===== src/rtl/elevator_scan_controller.sv =====
// -----------------------------------------------------------------------------
// elevator_scan_controller
//
// Multi-floor elevator controller. One call button per floor is latched into
// a pending-request mask, and requests are served with a SCAN policy: keep
// travelling in the current direction while requests remain on that side,
// then reverse. A shared counter times both the per-floor travel delay and
// the door-open dwell.
//
// Optional feature (macro ELEV_DOOR_HOLD_EN): adds a door_hold input. While
// it is high in DOOR_OPEN the dwell counter is held at 0, so the door stays
// open. A full dwell of DOOR_TICKS cycles runs after release.
//
// Ports:
//   clk           : clock, all state updates on the rising edge
//   rst           : synchronous active-high reset
//   call_in       : call buttons, bit i requests floor i (pulse or level)
//   door_hold     : (ELEV_DOOR_HOLD_EN only) keep the door open
//   current_floor : index of the floor last reached
//   pending       : outstanding-request mask
//   moving        : high while travelling up or down
//   dir_up        : last or current travel direction (1 = up)
//   door_open     : high while the door is open
//   idle          : high while idle
//   arrive        : one-cycle pulse on the edge after the door opens
// -----------------------------------------------------------------------------
module elevator_scan_controller #(
    parameter int NUM_FLOORS = 8,
    parameter int FLOOR_W    = 4,
    parameter int MOVE_TICKS = 10000000,
    parameter int DOOR_TICKS = 20000000,
    parameter int CNT_W      = 32
) (
    input  logic                  clk,
    input  logic                  rst,
    input  logic [NUM_FLOORS-1:0] call_in,
`ifdef ELEV_DOOR_HOLD_EN
    input  logic                  door_hold,
`endif
    output logic [FLOOR_W-1:0]    current_floor,
    output logic [NUM_FLOORS-1:0] pending,
    output logic                  moving,
    output logic                  dir_up,
    output logic                  door_open,
    output logic                  idle,
    output logic                  arrive
);

    typedef enum logic [1:0] {
        S_IDLE      = 2'd0,
        S_MOVE_UP   = 2'd1,
        S_MOVE_DOWN = 2'd2,
        S_DOOR_OPEN = 2'd3
    } state_t;

    localparam logic [CNT_W-1:0]   MOVE_LAST = CNT_W'(MOVE_TICKS - 1);
    localparam logic [CNT_W-1:0]   DOOR_LAST = CNT_W'(DOOR_TICKS - 1);
    localparam logic [FLOOR_W-1:0] TOP_FLOOR = FLOOR_W'(NUM_FLOORS - 1);

    state_t                  state_reg, state_next;
    logic [FLOOR_W-1:0]      floor_reg, floor_next;
    logic [NUM_FLOORS-1:0]   pending_reg, pending_next;
    logic                    dir_up_reg, dir_up_next;
    logic [CNT_W-1:0]        cnt_reg, cnt_next;
    logic                    door_seen_reg;
    logic                    arrive_reg;

    logic [NUM_FLOORS-1:0]   clear_mask;
    logic [NUM_FLOORS-1:0]   here_mask;
    logic [NUM_FLOORS-1:0]   step_mask;
    logic [NUM_FLOORS-1:0]   above_mask;
    logic [NUM_FLOORS-1:0]   below_mask;
    logic [FLOOR_W-1:0]      step_floor;
    logic                    any_above;
    logic                    any_below;
    logic                    call_here;
    logic                    req_here;
    logic                    req_step;
    logic                    hold_active;

    // Floor the car reaches at the end of the current travel interval.
    assign step_floor = (state_reg == S_MOVE_DOWN) ? (floor_reg - FLOOR_W'(1))
                                                   : (floor_reg + FLOOR_W'(1));

    // Per-floor decode of position, next position and request sides.
    // Comparing against the floor index avoids a variable-width bit select.
    for (genvar gi = 0; gi < NUM_FLOORS; gi++) begin : g_floor_masks
        assign here_mask[gi]  = (floor_reg == FLOOR_W'(gi));
        assign step_mask[gi]  = (step_floor == FLOOR_W'(gi));
        assign above_mask[gi] = (FLOOR_W'(gi) > floor_reg);
        assign below_mask[gi] = (FLOOR_W'(gi) < floor_reg);
    end

    assign any_above = |(pending_reg & above_mask);
    assign any_below = |(pending_reg & below_mask);
    assign call_here = |(call_in & here_mask);
    assign req_here  = |((pending_reg | call_in) & here_mask);
    assign req_step  = |((pending_reg | call_in) & step_mask);

`ifdef ELEV_DOOR_HOLD_EN
    assign hold_active = door_hold;
`else
    assign hold_active = 1'b0;
`endif

    always_comb begin
        state_next  = state_reg;
        floor_next  = floor_reg;
        dir_up_next = dir_up_reg;
        cnt_next    = cnt_reg;
        clear_mask  = '0;

        case (state_reg)
            S_IDLE: begin
                cnt_next = '0;
                if (req_here) begin
                    state_next = S_DOOR_OPEN;
                    clear_mask = here_mask;
                end else if (any_above && dir_up_reg) begin
                    state_next = S_MOVE_UP;
                end else if (any_below && !dir_up_reg) begin
                    state_next = S_MOVE_DOWN;
                end else if (any_above) begin
                    state_next  = S_MOVE_UP;
                    dir_up_next = 1'b1;
                end else if (any_below) begin
                    state_next  = S_MOVE_DOWN;
                    dir_up_next = 1'b0;
                end
            end

            S_MOVE_UP, S_MOVE_DOWN: begin
                if (cnt_reg == MOVE_LAST) begin
                    cnt_next = '0;
                    // Out-of-range step cannot happen with correct direction
                    // logic; if it does, stop in place rather than wrap.
                    if ((state_reg == S_MOVE_UP   && floor_reg == TOP_FLOOR) ||
                        (state_reg == S_MOVE_DOWN && floor_reg == '0)) begin
                        state_next = S_IDLE;
                    end else begin
                        floor_next = step_floor;
                        if (req_step) begin
                            state_next = S_DOOR_OPEN;
                            clear_mask = step_mask;
                        end
                    end
                end else begin
                    cnt_next = cnt_reg + CNT_W'(1);
                end
            end

            S_DOOR_OPEN: begin
                // Calls for the open floor are absorbed, never latched.
                clear_mask = here_mask;
                if (call_here || hold_active) begin
                    cnt_next = '0;
                end else if (cnt_reg == DOOR_LAST) begin
                    cnt_next = '0;
                    if (any_above && dir_up_reg) begin
                        state_next = S_MOVE_UP;
                    end else if (any_below && !dir_up_reg) begin
                        state_next = S_MOVE_DOWN;
                    end else if (any_above) begin
                        state_next  = S_MOVE_UP;
                        dir_up_next = 1'b1;
                    end else if (any_below) begin
                        state_next  = S_MOVE_DOWN;
                        dir_up_next = 1'b0;
                    end else begin
                        state_next = S_IDLE;
                    end
                end else begin
                    cnt_next = cnt_reg + CNT_W'(1);
                end
            end

            default: begin
                state_next = S_IDLE;
                cnt_next   = '0;
            end
        endcase

        // Clear wins over a same-edge set for the floor being served.
        pending_next = (pending_reg | call_in) & ~clear_mask;
    end

    always_ff @(posedge clk) begin
        if (rst) begin
            state_reg     <= S_IDLE;
            floor_reg     <= '0;
            pending_reg   <= '0;
            dir_up_reg    <= 1'b1;
            cnt_reg       <= '0;
            door_seen_reg <= 1'b0;
            arrive_reg    <= 1'b0;
        end else begin
            state_reg     <= state_next;
            floor_reg     <= floor_next;
            pending_reg   <= pending_next;
            dir_up_reg    <= dir_up_next;
            cnt_reg       <= cnt_next;
            // arrive fires on the first edge spent inside DOOR_OPEN.
            door_seen_reg <= (state_reg == S_DOOR_OPEN);
            arrive_reg    <= (state_reg == S_DOOR_OPEN) && !door_seen_reg;
        end
    end

    assign current_floor = floor_reg;
    assign pending       = pending_reg;
    assign moving        = (state_reg == S_MOVE_UP) || (state_reg == S_MOVE_DOWN);
    assign dir_up        = dir_up_reg;
    assign door_open     = (state_reg == S_DOOR_OPEN);
    assign idle          = (state_reg == S_IDLE);
    assign arrive        = arrive_reg;

endmodule


===== config.mk =====
export PLATFORM = sky130hd
export DESIGN_NAME = elevator_scan_controller
export DESIGN_NICKNAME = d
export VERILOG_FILES = /design/src/rtl/elevator_scan_controller.sv
export SDC_FILE = /design/constraint.sdc
export NUM_CORES = 1
export LEC_CHECK = 0
export BUFFER_PORTS_ARGS = -buffer_cell sky130_fd_sc_hd__clkbuf_2
export CAP_MARGIN = 25
export CORE_UTILIZATION = 52
export CTS_CLUSTER_SIZE = 14
export DETAILED_ROUTE_END_ITERATION = 12
export GPL_TIMING_DRIVEN = 0
export PLACE_DENSITY_LB_ADDON = 0.1
export SLEW_MARGIN = 25
export SYNTH_ARGS = -nofsm -noshare
export SYNTH_HDL_FRONTEND = slang
export SYNTH_SLANG_ARGS = --single-unit

===== constraint.sdc =====
create_clock -name clk -period 4 [get_ports clk]
set_clock_uncertainty 0.1 [all_clocks]
set_input_delay 0.2 -clock clk [delete_from_list [all_inputs] [get_ports clk]]
set_output_delay 0.2 -clock clk [all_outputs]
set_load 0.05 [all_outputs]

==> run_results.csv <==
group,metric,value,unit
timing,tns,0,ns
worst_hold_path,hold_path_depth,3,
yosys,synth_edf_count,0,
yosys,synth_seq_cells,49,
yosys,synth_seq_area_share,33.79,%
yosys,ys_types,57,
floorplan,die_h,76.72,microns
drt,wl,6.978,mm
final_layout,fin_nets,398,
worst_setup_path,end_kind,"register",
clocking,insertion_delay,0.29,ns
yosys,synth_area_leaders,"dfxtp_1, nor2_1, xor2_1",
timing,fin_crit_sh,83.58,%
yosys,yosysMostFrequentCell,"nor2_1",
placed_design,io_buffers,26,
worst_setup_path,cp.required,4.12,ns
timing,holdWs,0.1736,ns
drt,viasPerCell,6.011,
final_layout,regArea,980.9,sq um
clocking,cts-root-buf,"clkbuf_8",
placed_design,finalWeightedCongestion,0.9014,
clocking,ctsHoldBuffers,0,
global_route,grt_pass1_wl,11.63,mm
drt,num_vias,2699,
yosys,synth_nets,365,
floorplan,ios,27,
yosys,synth_area_per_cell,8.414,sq um
final_layout,drive_gt1_share,13.46,%
clocking,post_cts_buffers,0,
yosys,synth_ff_type,"dfxtp_1",
worst_setup_path,critical_path_depth,10,
timing,rsz0062_at_grt,"false",
drt,firstDrtPassIters,5,
global_route,grt.total_usage,24.55,%
final_layout,multi_input_area,0.001808,sq mm
clocking,h-tree-depth,2,
yosys,async_flop_share,0,%
clocking,cts_sinks,49,
clocking,cts_inserted_buffers,5,
worst_setup_path,crit_buf_inv,2,
worst_setup_path,arrival,3.47,ns
yosys,synth_top_area_share,33.79,%
worst_setup_path,crit_chain,"clkbuf_1, inv_1, ha_1, xnor2_1, nor2_1, mux4_2, o31ai_1, or3b_4, nor2_2, a31oi_1",
outcome,status,"finished, final reports clean",
pwr,p_leak,1.173,nW
timing,hold_viol,0,
global_route,antenna_found_initial,0,
flow_run,maxCapViolCount,0,
yosys,netlist_instances,345,
floorplan,start_util,55.42,%
yosys,yosysWarnings,0,
timing,relSlewSlack,56.44,%
timing,report.final.slew_viol_count,0,
clocking,cts.path.max_buffers,2,
floorplan,core_region_area,0.005238,sq mm
drt,antenna_left,0,
drt,drt_iter0_drc,287,
global_route,grt_max_degree,15,
drt,routedWlPerCell,15.54,microns
floorplan,core.rowCount,26,
final_layout,area_growth,10.99,%
yosys,mappedNetlistArea,0.002903,sq mm
clocking,cts_tree,"built",
yosys,ys_top_cells_by_count,"nor2_1, dfxtp_1, xor2_1, nand3_1, xnor2_1",
final_layout,final_util,61.51,%
pwr,p_per_area,395.0,mW/mm^2
drt,drc,0,
floorplan,dieArea,0.005885,sq mm
worst_setup_path,cpMaxStageDelayCell,"xnor2_1",
worst_setup_path,cp-start-kind,"register",
yosys,synth_top_cell_by_area,"dfxtp_1",
worst_setup_path,crit_type,"register to register",
worst_hold_path,hp-class,"input port to register",
worst_setup_path,cp_top_family,"compound AO/OA/AOI/OAI gates",
final_layout,num_antenna_cells,0,
worst_setup_path,path_max_fanout,10,
final_layout,fill_cells,492,
clocking,path_clk_slew,0.09,ns
worst_setup_path,rr_worst_depth,10,
pwr,peakVddDrop,0.1856,mV
timing,fmax,299.1,MHz
timing,period_needed,3.343,ns
floorplan,die_width,76.72,microns
clocking,cts-resized-gates,0,
placed_design,post-dp-hpwl,5.170,mm
global_route,grt_pass1_vias,2403,
timing,worst_pin_slew,0.6487,ns
worst_setup_path,cpPeakStageDelay,0.54,ns
final_layout,largest_reg_flops,32,
timing,finalSetupViolations,0,
global_route,grt-ovfl-total,0,
per-layer routing:
layer,GRT usage [%],share of wire [%]
met5,0,0
met4,9.038,1.9
met3,3.333,5.6
met2,40.63,48
met1,32.39,44
placed cells by master (no fill, tap or decap), types with 4 or more instances in the layout:
cell type,count
nor3_1,10
o22ai_1,4
a31oi_1,8
o21ai_0,4
and2_1,4
a21oi_1,9
inv_1,10
xor2_1,20
xnor2_1,15
clkbuf_2,27
nand2_1,12
nor4_1,5
nand3_1,15
nand4b_1,5
ha_1,10
clkbuf_8,7
nand4_1,10
clkbuf_1,10
a311o_1,6
mux2i_1,5
nor2_1,67
dfxtp_1,49
nand2b_1,5
worst register-to-register path: stages, from the launching register on:
cell      delay, ns
dfxtp_1        0.41
clkbuf_1       0.36
inv_1          0.12
ha_1           0.34
xnor2_1        0.54
nor2_1         0.07
mux4_2         0.48
o31ai_1        0.39
or3b_4         0.23
nor2_2         0.06
a31oi_1        0.17
where the power goes:
part           internal (W)  switching (W)
sequential         0.000508      0.0000227
clock              0.000157       0.000160
combinational      0.000139       0.000286
per-stage QoR:
| step | power [W] | instance area [sq um] | worst slack (ns) | std cells |
|---|---|---|---|---|
| floorplan | 0.0008705 | 2903 | 0.8307 | 345 |
| CTS | 0.001280 | 3222 | 0.7188 | 449 |
| finish | 0.001273 | 3222 | 0.6566 | 449 |
| global placement | 0.0009566 | 3120 | 0.7646 | 441 |
| detailed placement | 0.0009614 | 3120 | 0.7545 | 441 |
| global route | 0.001336 | 3222 | 0.5139 | 449 |
logic make-up after synthesis:
logic type,after synthesis,synth area share (%)
simple gates,159,28.92
compound gates,58,14.65
flops,49,33.79
xor+xnor,36,11.12
buf+inv,26,3.922
fa+ha+maj,10,4.310
mux,7,3.276
cell type report:
type | instances | share of cell area, %
well taps | 70 | 2.718
flip-flops and latches | 49 | 30.45
repair buffers | 26 | 4.039
inverters | 10 | 1.165
clock inverters | 1 | 0.1553
clock buffers | 7 | 2.990
multi-input cells | 270 | 56.12
plain buffers | 16 | 2.369
worst paths after layout:
path               startpoint          end  slack (ns)
max reg2reg  current_floor[1]   pending[6]        0.66
min                       rst  cnt_reg[31]        0.17
min reg2reg     door_seen_reg       arrive        0.30
max          current_floor[1]   pending[6]        0.66
Note: power is estimated with default switching activity, not from simulation.
